<file path="config.mk">
export PLATFORM = sky130hd
export DESIGN_NAME = hp_arbiter_flat
export DESIGN_NICKNAME = d
export VERILOG_FILES = /design/src/rtl/hp_arbiter_pkg.sv /design/src/rtl/hp_arbiter_if.sv /design/src/rtl/hp_arbiter_rr_arb2.sv /design/src/rtl/hp_arbiter.sv /design/src/flat_wrapper.sv
export SDC_FILE = /design/constraint.sdc
export NUM_CORES = 1
export LEC_CHECK = 0
export CELL_PAD_IN_SITES_DETAIL_PLACEMENT = 0
export CELL_PAD_IN_SITES_GLOBAL_PLACEMENT = 2
export CORE_AREA = 10 10 85 87
export CTS_CLUSTER_SIZE = 10
export DETAILED_ROUTE_END_ITERATION = 10
export DIE_AREA = 0 0 95 97
export PLACE_DENSITY = 0.8
export SKIP_CTS_REPAIR_TIMING = 1
export SKIP_LAST_GASP = 1
export SLEW_MARGIN = 40
export SYNTH_ARGS = -nofsm -noshare
export SYNTH_HDL_FRONTEND = slang
export SYNTH_SLANG_ARGS = --single-unit
</file>
<file path="constraint.sdc">
create_clock -name clk -period 9.45 [get_ports clk]
set_input_delay 1.89 -clock clk [delete_from_list [all_inputs] [get_ports clk]]
set_output_delay 1.89 -clock clk [all_outputs]
set_load 0.005 [all_outputs]
</file>
<file path="src/rtl/hp_arbiter_pkg.sv">
`default_nettype none
// ============================================================================
// Module   : hp_pkg
// Purpose  : Shared constants for the HP arbiter block: HP width, default
//            starting HP, FSM state encoding, player indices and the
//            saturating subtract used by the damage datapath.
// Revision : 1.0  initial release
// ============================================================================
package hp_pkg;

  localparam int c_hp_w       = 8;
  localparam int c_max_hp_def = 100;

  // FSM state encoding
  localparam logic [1:0] c_st_idle   = 2'd0;
  localparam logic [1:0] c_st_active = 2'd1;
  localparam logic [1:0] c_st_ko     = 2'd2;

  // Player indices (also bit positions in req/grant/ack/ko vectors)
  localparam logic c_p1 = 1'b0;
  localparam logic c_p2 = 1'b1;

  // HP' = (HP > dmg) ? HP - dmg : 0
  function automatic logic [c_hp_w-1:0] sat_sub(input logic [c_hp_w-1:0] hp,
                                                input logic [c_hp_w-1:0] dmg);
    return (hp > dmg) ? (hp - dmg) : '0;
  endfunction

endpackage
`default_nettype wire

</file>
<file path="src/rtl/hp_arbiter_if.sv">
`default_nettype none
// ============================================================================
// Module   : hp_arbiter_if
// Purpose  : Hit-request bus between the two player front-ends and the HP
//            arbiter.
// Ports    : round_start, game_active         - round/game control
//            pN_hit_req / pN_hit_dmg          - held-until-acked hit request
//            pN_hit_ack                       - one-cycle consume pulse
//            p1HP / p2HP / ko                 - arbiter status outputs
//            modport slave  : arbiter side
//            modport master : requester / game-control side
// Revision : 1.0  initial release
// ============================================================================
interface hp_arbiter_if;
  import hp_pkg::*;

  logic              round_start;
  logic              game_active;
  logic              p1_hit_req;
  logic [c_hp_w-1:0] p1_hit_dmg;
  logic              p2_hit_req;
  logic [c_hp_w-1:0] p2_hit_dmg;
  logic              p1_hit_ack;
  logic              p2_hit_ack;
  logic [c_hp_w-1:0] p1HP;
  logic [c_hp_w-1:0] p2HP;
  logic [1:0]        ko;

  modport slave (
    input  round_start, game_active,
    input  p1_hit_req, p1_hit_dmg, p2_hit_req, p2_hit_dmg,
    output p1_hit_ack, p2_hit_ack, p1HP, p2HP, ko
  );

  modport master (
    output round_start, game_active,
    output p1_hit_req, p1_hit_dmg, p2_hit_req, p2_hit_dmg,
    input  p1_hit_ack, p2_hit_ack, p1HP, p2HP, ko
  );

endinterface
`default_nettype wire

</file>
<file path="src/rtl/hp_arbiter_rr_arb2.sv">
`default_nettype none
// ============================================================================
// Module   : rr_arb2
// Purpose  : Two-way round-robin grant. A lone request is granted directly;
//            on contention the player not granted last wins.
// Ports    : req[1:0]   - requests (bit0 = p1, bit1 = p2)
//            last       - index of the player granted most recently
//            grant[1:0] - one-hot (or zero) grant, combinational
// Revision : 1.0  initial release
// ============================================================================
module rr_arb2
  import hp_pkg::*;
(
  input  wire logic [1:0] req,
  input  wire logic       last,
  output logic      [1:0] grant
);

  always_comb begin
    grant = req;
    if (req == 2'b11) begin
      grant = (last == c_p2) ? 2'b01 : 2'b10;
    end
  end

endmodule
`default_nettype wire

</file>
<file path="src/rtl/hp_arbiter.sv">
`default_nettype none
// ============================================================================
// Module   : hp_arbiter
// Purpose  : Two-player hit-point arbiter. Grants at most one pending hit per
//            cycle through a single saturating subtractor, tracks knock-outs
//            and sequences IDLE -> ACTIVE -> KO rounds.
// Ports    : clk    - system clock, rising edge
//            rst_n  - asynchronous active-low reset
//            bus    - hp_arbiter_if.slave (requests, acks, HP, ko)
// Config   : HP_ARB_INVULN_EN - when defined, a defender becomes invulnerable
//            for INVULN_CYCLES cycles after taking nonzero damage.
// Revision : 1.0  initial release
// ============================================================================
module hp_arbiter
  import hp_pkg::*;
#(
  parameter int MAX_HP        = c_max_hp_def,
  parameter int INVULN_CYCLES = 8
) (
  input  wire logic    clk,
  input  wire logic    rst_n,
  hp_arbiter_if.slave  bus
);

  localparam logic [c_hp_w-1:0] c_max_hp = c_hp_w'(MAX_HP);

  logic [1:0]        r_state;
  logic [1:0]        w_state_nxt;
  logic [c_hp_w-1:0] r_hp [2];
  logic [1:0]        r_ack;
  logic [1:0]        r_ko;
  logic              r_last;

  logic              w_grant_en;
  logic [1:0]        w_req;
  logic [1:0]        w_grant;
  logic              w_hit;
  logic              w_att;
  logic              w_def;
  logic [c_hp_w-1:0] w_dmg;
  logic [c_hp_w-1:0] w_hp_new;
  logic              w_blocked;
  logic              w_kill;

  // ---------------- FSM: state register ----------------
  always_ff @(posedge clk or negedge rst_n) begin
    if (!rst_n) r_state <= c_st_idle;
    else        r_state <= w_state_nxt;
  end

  // ---------------- FSM: next state ----------------
  always_comb begin
    w_state_nxt = r_state;
    case (r_state)
      c_st_idle:   if (bus.round_start) w_state_nxt = c_st_active;
      c_st_active: begin
        if (bus.round_start) w_state_nxt = c_st_active;
        else if (w_kill)     w_state_nxt = c_st_ko;
      end
      c_st_ko:     if (bus.round_start) w_state_nxt = c_st_active;
      default:     w_state_nxt = c_st_idle;
    endcase
  end

  // ---------------- FSM: outputs ----------------
  always_comb begin
    w_grant_en = (r_state == c_st_active) && bus.game_active && !bus.round_start;
  end

  // A request whose ack is currently high has just been consumed; masking it
  // keeps the same request from being granted twice before the requester
  // sees the ack and drops it.
  assign w_req = {bus.p2_hit_req & ~r_ack[1], bus.p1_hit_req & ~r_ack[0]}
                 & {2{w_grant_en}};

  rr_arb2 u_rr (
    .req   (w_req),
    .last  (r_last),
    .grant (w_grant)
  );

  // Shared subtractor: the attacker's damage applied to the other player.
  assign w_hit    = |w_grant;
  assign w_att    = w_grant[1] ? c_p2 : c_p1;
  assign w_def    = ~w_att;
  assign w_dmg    = (w_att == c_p2) ? bus.p2_hit_dmg : bus.p1_hit_dmg;
  assign w_hp_new = w_blocked ? r_hp[w_def] : sat_sub(r_hp[w_def], w_dmg);
  assign w_kill   = w_hit && (w_hp_new == '0);

`ifdef HP_ARB_INVULN_EN
  logic [7:0] r_tmr [2];
  localparam logic [7:0] c_invuln = 8'(INVULN_CYCLES);

  assign w_blocked = (r_tmr[w_def] != 8'd0);

  always_ff @(posedge clk or negedge rst_n) begin
    if (!rst_n) begin
      r_tmr[0] <= 8'd0;
      r_tmr[1] <= 8'd0;
    end else if (bus.round_start) begin
      r_tmr[0] <= 8'd0;
      r_tmr[1] <= 8'd0;
    end else begin
      for (int i = 0; i < 2; i++) begin
        // Only a hit that actually lands with nonzero damage (re)arms the
        // window; blocked hits and zero-damage hits leave it running.
        if (w_hit && (w_def == 1'(i)) && !w_blocked && (w_dmg != '0))
          r_tmr[i] <= c_invuln;
        else if (r_tmr[i] != 8'd0)
          r_tmr[i] <= r_tmr[i] - 8'd1;
      end
    end
  end
`else
  assign w_blocked = 1'b0;
`endif

  // ---------------- HP / ack / ko datapath ----------------
  always_ff @(posedge clk or negedge rst_n) begin
    if (!rst_n) begin
      r_hp[0] <= c_max_hp;
      r_hp[1] <= c_max_hp;
      r_ack   <= 2'b00;
      r_ko    <= 2'b00;
      r_last  <= c_p2;        // so p1 wins the first contention
    end else if (bus.round_start) begin
      r_hp[0] <= c_max_hp;
      r_hp[1] <= c_max_hp;
      r_ack   <= 2'b00;
      r_ko    <= 2'b00;
    end else begin
      r_ack <= w_grant;
      if (w_hit) begin
        r_hp[w_def] <= w_hp_new;
        r_last      <= w_att;
        if (w_kill) r_ko[w_def] <= 1'b1;
      end
    end
  end

  assign bus.p1_hit_ack = r_ack[0];
  assign bus.p2_hit_ack = r_ack[1];
  assign bus.p1HP       = r_hp[0];
  assign bus.p2HP       = r_hp[1];
  assign bus.ko         = r_ko;

endmodule
`default_nettype wire

</file>
<file path="src/flat_wrapper.sv">
// flat-port wrapper written by rule: the top's interface ports become plain ports
module hp_arbiter_flat import hp_pkg::*;
#(
  parameter int MAX_HP        = c_max_hp_def,
  parameter int INVULN_CYCLES = 8
)
  (clk, rst_n, bus_round_start, bus_game_active, bus_p1_hit_req, bus_p1_hit_dmg, bus_p2_hit_req, bus_p2_hit_dmg, bus_p1_hit_ack, bus_p2_hit_ack, bus_p1HP, bus_p2HP, bus_ko);
  hp_arbiter_if bus_i ();
  input  wire logic clk;
  input  wire logic rst_n;
  input wire logic [$bits(bus_i.round_start)-1:0] bus_round_start;
  input wire logic [$bits(bus_i.game_active)-1:0] bus_game_active;
  input wire logic [$bits(bus_i.p1_hit_req)-1:0] bus_p1_hit_req;
  input wire logic [$bits(bus_i.p1_hit_dmg)-1:0] bus_p1_hit_dmg;
  input wire logic [$bits(bus_i.p2_hit_req)-1:0] bus_p2_hit_req;
  input wire logic [$bits(bus_i.p2_hit_dmg)-1:0] bus_p2_hit_dmg;
  output wire logic [$bits(bus_i.p1_hit_ack)-1:0] bus_p1_hit_ack;
  output wire logic [$bits(bus_i.p2_hit_ack)-1:0] bus_p2_hit_ack;
  output wire logic [$bits(bus_i.p1HP)-1:0] bus_p1HP;
  output wire logic [$bits(bus_i.p2HP)-1:0] bus_p2HP;
  output wire logic [$bits(bus_i.ko)-1:0] bus_ko;
  assign bus_i.round_start = bus_round_start;
  assign bus_i.game_active = bus_game_active;
  assign bus_i.p1_hit_req = bus_p1_hit_req;
  assign bus_i.p1_hit_dmg = bus_p1_hit_dmg;
  assign bus_i.p2_hit_req = bus_p2_hit_req;
  assign bus_i.p2_hit_dmg = bus_p2_hit_dmg;
  assign bus_p1_hit_ack = bus_i.p1_hit_ack;
  assign bus_p2_hit_ack = bus_i.p2_hit_ack;
  assign bus_p1HP = bus_i.p1HP;
  assign bus_p2HP = bus_i.p2HP;
  assign bus_ko = bus_i.ko;
  hp_arbiter #(.MAX_HP(MAX_HP), .INVULN_CYCLES(INVULN_CYCLES)) u_core (.clk(clk), .rst_n(rst_n), .bus(bus_i));
endmodule
</file>
Word-level counts from Yosys, hierarchy flattened. Cells that the tools add are included.

Bits in registers: 23. Output and inout port bits: 20. Input bits: 22.

Bitwise logic cells: 9. Muxes and demuxes: 23. $add $sub $neg: 1. Eq/ne operators: 5. Magnitude comparators: 5. Reductions and logical operators: 15.

Operators by type and width (number): 2-to-1 mux 8 bit (6); 2-to-1 mux 16 bit (2); 2-to-1 mux 2 bit (9); bitwise mux 16 bit (1); demux 8 bit (select 1 bit) (1); > comparator 8 bit (1); zero test 8 bit (1); subtractor 8 bit (1); AND reduction 2 bit (3); logical AND 1 bit (5); equality test 2 bit, second input constant (2); inverter 1 bit (4); one-hot mux 2 bit (2 select lines) (1); nonzero test 2 bit (2); OR reduction 2 bit (2); inequality test 3 x 2 -> 1 bit, second input constant (1); AND 1 bit (2); AND 2 bit (1); equality test 2 x 1 -> 1 bit, second input constant (1); >= comparator 2 bit, second input constant (1); zero test 2 bit (1); < comparator 1 x 2 -> 1 bit, second input constant (1); < comparator 2 x 1 -> 1 bit, second input constant (1); 2-to-1 mux 1 bit (2); other kinds (6) (6).

Depth between registers and ports, before layout. Gate-level depths: netlist of run 1.

Word-level depth: 19. Gate-level depth with buffers: 16.

Cells and area by module. Synthesis of run 1 repeated with hierarchy kept, for this count alone.

Cell total of the unflattened synthesis: 170. Area, all modules: 1621.6 um^2.

Modules (own cells, without submodules): hp_arbiter (area each 1602.8 um^2, cells each 167, times used 1); rr_arb2 (area each 18.8 um^2, cells each 3, times used 1).

Worst setup path before layout of run 1. No wires, ideal clock.

Path type: in2reg. Start: input port bus_round_start. End: register u_core.r_state[0]. Data required time: 9330 ps. Stages: 15. Arrival: 4664 ps. Setup slack: 4666 ps. Buffers on the path: 2. Cell sequence: buf_6 > nand4bb_4 > or2_1 > a21o_4 > clkbuf_1 > nand2_1 > nand2_1 > ha_1 > fa_1 > nand2b_1 > a21oi_2 > mux2_2 > nor2_1 > o211ai_1 > a31o_1.

Cells in the longest elaborated chain, start to end: 17. Elaborated cells between the ends (all ways): 23.

Ends and longest elaborated chain: from (decl) (RTL line flat_wrapper.sv:11) `input wire logic [$bits(bus_i.round_start)-1:0] bus_round_start;`; zero test 1 bit (RTL line hp_arbiter.sv:67) `w_grant_en = (r_state == c_st_active) && bus.game_active && !bus.round_start;`; logical AND 1 bit (RTL line hp_arbiter.sv:67); AND 2 bit (RTL line hp_arbiter.sv:74) `& {2{w_grant_en}};`; equality test 2 bit (RTL line hp_arbiter_rr_arb2.sv:21) `if (req == 2'b11) begin`; 2-to-1 mux 2 bit (RTL line hp_arbiter_rr_arb2.sv:21); 2-to-1 mux 1 bit (RTL line hp_arbiter.sv:84) `assign w_att = w_grant[1] ? c_p2 : c_p1;`; inverter 1 bit (RTL line hp_arbiter.sv:85) `assign w_def = ~w_att;`; inverter 1 -> 2 bit; 2-to-1 mux 8 bit; 2-to-1 mux 8 bit (implied by the code) (2 in series) (RTL line hp_arbiter.sv:87) `assign w_hp_new = w_blocked ? r_hp[w_def] : sat_sub(r_hp[w_def], w_dmg);`; subtractor 8 bit or > comparator 8 bit (tied branches) (RTL line hp_arbiter_pkg.sv:26) `return (hp > dmg) ? (hp - dmg) : '0;`; 2-to-1 mux 8 bit (RTL line hp_arbiter_pkg.sv:26); zero test 8 bit (RTL line hp_arbiter.sv:88) `assign w_kill = w_hit && (w_hp_new == '0);`; logical AND 1 bit (RTL line hp_arbiter.sv:88); inequality test 3 x 2 -> 1 bit (no line); AND reduction 2 bit (no line); to (signal assigned) (RTL line hp_arbiter.sv:47) `if (!rst_n) r_state <= c_st_idle;`; to (signal assigned) (RTL line hp_arbiter.sv:48) `else r_state <= w_state_nxt;`; to (decl) (RTL line hp_arbiter.sv:27) `logic [1:0] r_state;`.

Parallel ways exist; a longest one is shown, timed or not. The select of a mux whose other input is x is not followed. A chain may end at the register's enable or synchronous reset.

Final worst setup path of run 1.
Start: input port bus_round_start. End: register u_core.r_hp (netlist bit u_core.bus.p2HP[6]).

Cells in the longest elaborated chain, start to end: 16. Elaborated cells between the ends (all ways): 25.

Ends and longest elaborated chain: zero test 1 bit (RTL line hp_arbiter.sv:67); logical AND 1 bit (RTL line hp_arbiter.sv:67); AND 2 bit (RTL line hp_arbiter.sv:74); equality test 2 bit (RTL line hp_arbiter_rr_arb2.sv:21); 2-to-1 mux 2 bit (RTL line hp_arbiter_rr_arb2.sv:21); 2-to-1 mux 1 bit (RTL line hp_arbiter.sv:84); inverter 1 bit (RTL line hp_arbiter.sv:85); inverter 1 -> 2 bit; 2-to-1 mux 8 bit; 2-to-1 mux 8 bit (implied by the code) (2 in series) (RTL line hp_arbiter.sv:87); subtractor 8 bit or > comparator 8 bit (tied branches) (RTL line hp_arbiter_pkg.sv:26); 2-to-1 mux 8 bit (RTL line hp_arbiter_pkg.sv:26); bitwise mux 16 bit (RTL line hp_arbiter.sv:134) `r_hp[w_def] <= w_hp_new;`; 2-to-1 mux 16 bit (RTL line hp_arbiter.sv:133) `if (w_hit) begin`; 2-to-1 mux 16 bit (RTL line hp_arbiter.sv:126) `end else if (bus.round_start) begin`; to (signal, indexed assignment) (RTL line hp_arbiter.sv:134); to (decl) (RTL line hp_arbiter.sv:29) `logic [c_hp_w-1:0] r_hp [2];`.

Parallel ways exist; a longest one is shown, timed or not. The select of a mux whose other input is x is not followed.

==> flow_metrics.py, run 1 <==
metrics = {
    "timing": {
        "max-slew-margin-rel_pct": 60.4,
        "fin_tns_setup_ns": 0,
        "worstMarginPinSlew_ns": 0.586,
        "finalHoldViolCount": 0,
        "grt_setup_unrepaired": "no",
        "fin_hold_ws_ns": 0.479,
        "maxSlewViolCount": 0,
        "fmax_ghz": 0.177,
        "final.period_utilization_pct": 59.8,
        "finalClockSkew_ns": 0.00273,
        "setup_viol": 0,
        "period_needed_ns": 5.65,
    },
    "floorplanning": {
        "dieArea_um2": 9220,
        "die_x_um": 95,
        "rows": 27,
        "ios": 42,
        "die_height_um": 97,
        "core_region_area_um2": 5470,
        "start_util_pct": 30.8,
    },
    "layout": {
        "syn2layout_area_growth_pct": 28.1,
        "antenna_cells": 0,
        "post-route-util_pct": 39.5,
        "layout-drive-gt1-share_pct": 9.21,
        "fillCellCount": 585,
        "final_nets": 260,
    },
    "global_route": {
        "grt_max_degree": 33,
        "grt_usage_pct": 10.2,
        "grt_pass1_wl_um": 7710,
        "grt.overflow.total": 0,
        "grt_pass1_vias": 1511,
        "antenna_found_initial": 0,
    },
    "synthesis": {
        "async_flop_share_pct": 100,
        "synth_nets": 225,
        "ys_ff_latch": 23,
        "synth-warning-count": 0,
        "syn-cell-area_um2": 1690,
        "synthCells": 194,
        "synth_flop_cell": "dfrtp_1",
        "synth_cell_types": 53,
        "yosysSeqAreaShare_pct": 34.6,
        "syn_area_per_cell_um2": 8.70,
        "synth_edf_count": 0,
    },
    "critical_path": {
        "worstSetupPathType": "input pin to register",
        "reg2reg_depth": 14,
        "critical_path.max_fanout": 32,
        "cp.arrival_ns": 5.84,
        "cp.required_ns": 9.64,
        "worst_setup_path_start_kind": "input pin",
        "critPathCaptureType": "register",
    },
    "route": {
        "ant_nets": 0,
        "vias_per_cell": 4.99,
        "vias": 1498,
        "drc": 0,
        "drt-total-wl_um": 4740,
        "drt_iter0_drc": 101,
        "post_drt_wl_per_cell_um": 15.8,
        "firstDrtPassIters": 4,
    },
    "placement": {
        "dp_hpwl_um": 3700,
        "portBuffers": 41,
        "gp_congestion": 0.827,
    },
    "clock_network": {
        "cts_buffers": 3,
        "ctsRootBufferMaster": "clkbuf_8",
        "cts.htree.levels": 1,
        "cts_tree": "yes",
        "path_clk_slew_ns": 0.08,
        "cts.sinks": 23,
        "clk-insertion-delay-late_ns": 0.26,
        "clockBufferDepth": 2,
    },
    "hold_path": {
        "hp-class": "register to register",
        "whs_path_depth": 2,
    },
    "power": {
        "powerDensity_nw_per_um2": 171,
        "ir_drop_v": 0.0000771,
        "p_leak_nw": 0.985,
        "p_total_uw": 369,
    },
    "run_status": {
        "status": "completed",
    },
    "flow_run": {
        "drv_cap": 0,
    },
}
==> sequential cells by signal, summed over array words and instances, names as in the netlist <==
register         count
u_core.bus.p1HP      8
u_core.bus.p2HP      8
u_core.bus.ko        2
u_core.r_ack         2
u_core.r_state       2
u_core.r_last        1
==> synth_stat cells (3+ instances only) <==
master	n	area [um2]
dfrtp_1	16	400
ha_1	8	100
dfstp_2	7	184
nand3_1	8	40.0
xor2_1	4	35.0
a21oi_1	10	50.1
o21ai_0	23	115
inv_1	8	30.0
nand2_1	33	124
mux2i_1	8	80.1
nor3_1	3	15.0
a21o_1	3	22.5
nor2_1	8	30.0
buf_2	3	15.0
==> metal layers <==
metal / vias to the layer above / part of all wire (%) / GRT usage, %
li1: 755 / - / -
met1: 697 / 47 / 13.4
met2: 44 / 45 / 16.1
met3: 2 / 7.9 / 2.93
met4: 0 / 0.76 / 2.06
met5: - / 0 / 0
==> path summary, 6_finish.rpt <==
| path | start | end | slack [ns] |
|---|---|---|---|
| worst max-delay path | bus_round_start | u_core.bus.p2HP[6] | 3.80 |
| worst min-delay path | u_core.r_last | u_core.r_last | 0.48 |
| worst max register to register | u_core.r_state[0] | u_core.bus.p2HP[6] | 5.73 |
| worst min register to register | u_core.r_last | u_core.r_last | 0.48 |
| max in group asynchronous | rst_n | u_core.r_last | 7.49 |
| min in group asynchronous | rst_n | u_core.bus.p2HP[7] | 1.59 |
==> layout make-up <==
type	instances	area [um2]	share of cell area, %
Tap cell	72	90.1	4.17
Clock buffer	4	45.0	2.08
Inverter	9	33.8	1.56
Multi-Input combinational cell	151	1000	46.4
Sequential cell	23	584	27.0
Timing Repair Buffer	41	405	18.8
==> where the power goes <==
group / switching, mW / total [mW] / internal, mW
Sequential: 0.0148 / 0.134 / 0.119
Combinational: 0.0966 / 0.175 / 0.0781
Clock: 0.0302 / 0.0603 / 0.0301
Total: 0.142 / 0.369 / 0.227
==> critical path, stage by stage <==
cell	delay, ns
clkdlybuf4s50_1	0.65
nand4bb_4	0.20
or2_1	0.15
a21o_4	0.33
inv_1	0.28
nand2_1	0.13
nand2_1	0.06
ha_1	0.21
fa_1	0.40
nand2b_1	0.18
a21oi_2	0.23
a21oi_1	0.13
a41oi_1	0.49
o21ai_0	0.29
o21ai_0	0.22
==> cells in the final DEF (no fill, tap or decap), types with 2 or more instances in the layout <==
cell type / instances
o31ai_1: 2
o221ai_1: 2
nor3_1: 3
nand2_1: 33
or2_0: 2
o21ai_0: 23
mux2i_1: 8
xor2_1: 4
clkdlybuf4s50_1: 40
a21oi_1: 10
or2_1: 2
nand3b_1: 2
dfrtp_1: 16
o21ai_1: 2
ha_1: 8
nand2b_1: 2
nor2b_1: 2
nor2_1: 8
o211ai_1: 2
clkbuf_8: 3
inv_1: 8
a21o_1: 3
nand3_1: 8
dfstp_2: 7
and3_1: 2
==> cell families after synthesis <==
group | Yosys count | synth area share [%]
compound gates | 59 | 23.9
xor+xnor | 4 | 2.08
fa+ha+maj | 9 | 7.12
buf+inv | 20 | 5.93
flops | 23 | 34.6
mux | 10 | 6.23
simple gates | 69 | 20.2
==> metrics by stage <==
stage               area, um2  setup slack, ns  instances
finish                   2160             3.80        300
global route             2160             3.37        300
CTS                      2160             3.74        300
detailed placement       2120             3.48        296
global placement         2120             3.51        296
floorplan                1690             4.67        194
Note: power is estimated with default switching activity, not from simulation.
==> inputs of run 2 (changes only) <==
CORE_AREA = 10 10 92 94   (was 10 10 85 87)
DIE_AREA = 0 0 102 104   (was 0 0 95 97)
PLACE_DENSITY = 0.71   (was 0.8)
clock period = 4.7 ns   (was 9.45 ns; I/O delays follow)
==> run 2 against run 1 <==
Wire length grew 7.2%. First-iteration DRC count grew 23%. Global-route usage shrank 0.35 points. Highest routed layer unchanged. Critical path depth shrank 2. Non-clock buffer count grew 5. Largest power group unchanged.
==> flow_metrics.py, run 2 (synthesized netlist as in run 1, its figures left out) <==
metrics = {
    "layout": {
        "antenna_cells": 0,
        "layout-drive-gt1-share_pct": 11.6,
        "final_common_cell": "clkdlybuf4s50_1",
        "final_nets": 265,
        "mostFrequentLayoutCells": "40 x clkdlybuf4s50_1, 33 x nand2_1, 23 x o21ai_0",
        "syn2layout_area_growth_pct": 31.0,
    },
    "placement": {
        "gp_congestion": 0.729,
        "pre_cts_slack_ns": 0.218,
        "dp_hpwl_um": 4010,
        "portBuffers": 41,
    },
    "power": {
        "p_total_uw": 758,
        "pwr-share-comb_pct": 48.1,
        "p_sw_uw": 296,
        "p_leak_nw": 1.01,
        "powerDensity_nw_per_um2": 343,
        "ir_drop_v": 0.000110,
        "switching_share_pct": 39.1,
        "power_frac_seq_pct": 35.5,
        "p_clk_share_pct": 16.4,
        "internal_power_uw": 462,
    },
    "timing": {
        "maxSlewViolCount": 0,
        "worst_slack_ns": 0.476,
        "fmax_ghz": 0.237,
        "max-slew-margin-rel_pct": 63.4,
        "worstMarginPinSlew_ns": 0.549,
        "fin_tns_setup_ns": 0,
        "final.period_utilization_pct": 89.9,
        "setup_viol": 0,
        "finalClockSkew_ns": 0.00844,
        "finalHoldViolCount": 0,
        "fin_hold_ws_ns": 0.490,
        "period_needed_ns": 4.22,
        "grt_setup_unrepaired": "no",
    },
    "global_route": {
        "met3_usage_pct": 2.86,
        "grt_pass1_vias": 1610,
        "grt_pass1_wl_um": 8400,
        "met2_usage_pct": 15.7,
        "grt.overflow.total": 0,
        "grt_busiest_layer": "met2",
        "met1_usage_pct": 12.6,
        "grt_usage_pct": 9.87,
        "grt_max_degree": 24,
        "antenna_found_initial": 0,
    },
    "critical_path": {
        "rr_endpoint": "u_core.bus.p1HP[6]",
        "r2r_slack_ns": 1.16,
        "cp.arrival_ns": 4.41,
        "critPathLaunch": "bus_round_start",
        "crit_top_cell": "o21ai_0",
        "cp.required_ns": 4.89,
        "r2r_start": "u_core.r_state[1]",
        "cp_slowest_cell": "clkdlybuf4s50_1",
        "worst_setup_path_start_kind": "input pin",
        "worstSetupEndpoint": "u_core.bus.p1HP[6]",
        "max_stage_delay_ns": 0.43,
        "reg2reg_depth": 12,
        "cp_cell_sequence": "clkdlybuf4s50_1 > nand4bb_4 > or2_1 > a21o_4 > mux2i_1 > ha_1 > fa_1 > nand2b_1 > a21oi_2 > a21oi_1 > a41oi_1 > o21ai_0 > o21ai_0",
        "critical_path.max_fanout": 15,
        "worstSetupPathType": "input pin to register",
        "critPathCaptureType": "register",
    },
    "clock_network": {
        "cts_buffers": 3,
        "path_clk_slew_ns": 0.09,
        "clockBufferDepth": 2,
        "cts.htree.levels": 1,
        "clk-insertion-delay-late_ns": 0.27,
        "ctsRootBufferMaster": "clkbuf_8",
        "cts_tree": "yes",
        "cts.sinks": 23,
    },
    "floorplanning": {
        "start_util_pct": 25.3,
        "rows": 30,
        "dieArea_um2": 10600,
        "die_height_um": 104,
        "core_region_area_um2": 6680,
        "ios": 42,
        "die_x_um": 102,
    },
    "route": {
        "vias": 1540,
        "firstDrtPassIters": 4,
        "post_drt_wl_per_cell_um": 16.2,
        "drt-total-wl_um": 5080,
        "ant_nets": 0,
        "drc": 0,
        "drt_iter0_drc": 124,
        "vias_per_cell": 4.92,
    },
    "flow_run": {
        "drv_cap": 0,
    },
    "run_status": {
        "status": "completed",
    },
    "hold_path": {
        "hp-class": "register to register",
    },
}
[run 2: per-layer routing]
layer | vias to the layer above | routed length (um) | part of all wire [%]
li1 | 769 | - | -
met1 | 730 | 2360 | 47
met2 | 39 | 2340 | 46
met3 | 2 | 338 | 6.7
met4 | 0 | 41 | 0.81
met5 | - | 0 | 0
[run 2: final cells by class]
class / count / area, um2
repair buffers: 46 / 443
fillers: 716 / 4470
clock inverters: 1 / 5.00
multi-input cells: 151 / 1000
inverters: 9 / 33.8
well taps: 80 / 100
flip-flops and latches: 23 / 584
clock buffers: 3 / 41.3
[run 2: stage by stage]
stage	cells	instance area, um2	util, %
after global routing	313	2210	33.1
after CTS	313	2210	33.1
after detailed placement	309	2160	32.4
final	313	2210	33.1
after floorplan	194	1690	-
after global placement	309	2170	32.5
[run 2: worst max-delay path, delay by kind of cell]
kind / cells / cell delay [ns]
AOI/OAI and AO/OA: 6 / 1.56
adders and majority gates: 2 / 0.65
buffers and inverters: 1 / 0.43
muxes: 1 / 0.16
and+or+nand+nor: 3 / 0.65
[run 2: worst min path at each step]
stage	cells after the start	to	startpoint	slack, ns
after floorplan	2	u_core.r_last	u_core.r_last	0.45
after global placement	2	u_core.r_last	u_core.r_last	0.47
after detailed placement	2	u_core.r_last	u_core.r_last	0.48
after CTS	2	u_core.r_last	u_core.r_last	0.49
after global routing	2	u_core.r_last	u_core.r_last	0.52
final	2	u_core.r_last	u_core.r_last	0.49
[run 2: power by group through the flow]
stage | combinational [mW] | sequential [mW] | clock, mW
after detailed placement | 0.365 | 0.273 | 0
after floorplan | 0.232 | 0.267 | 0
final | 0.365 | 0.269 | 0.124
after CTS | 0.367 | 0.270 | 0.130
after global placement | 0.370 | 0.275 | 0
after global routing | 0.409 | 0.274 | 0.143
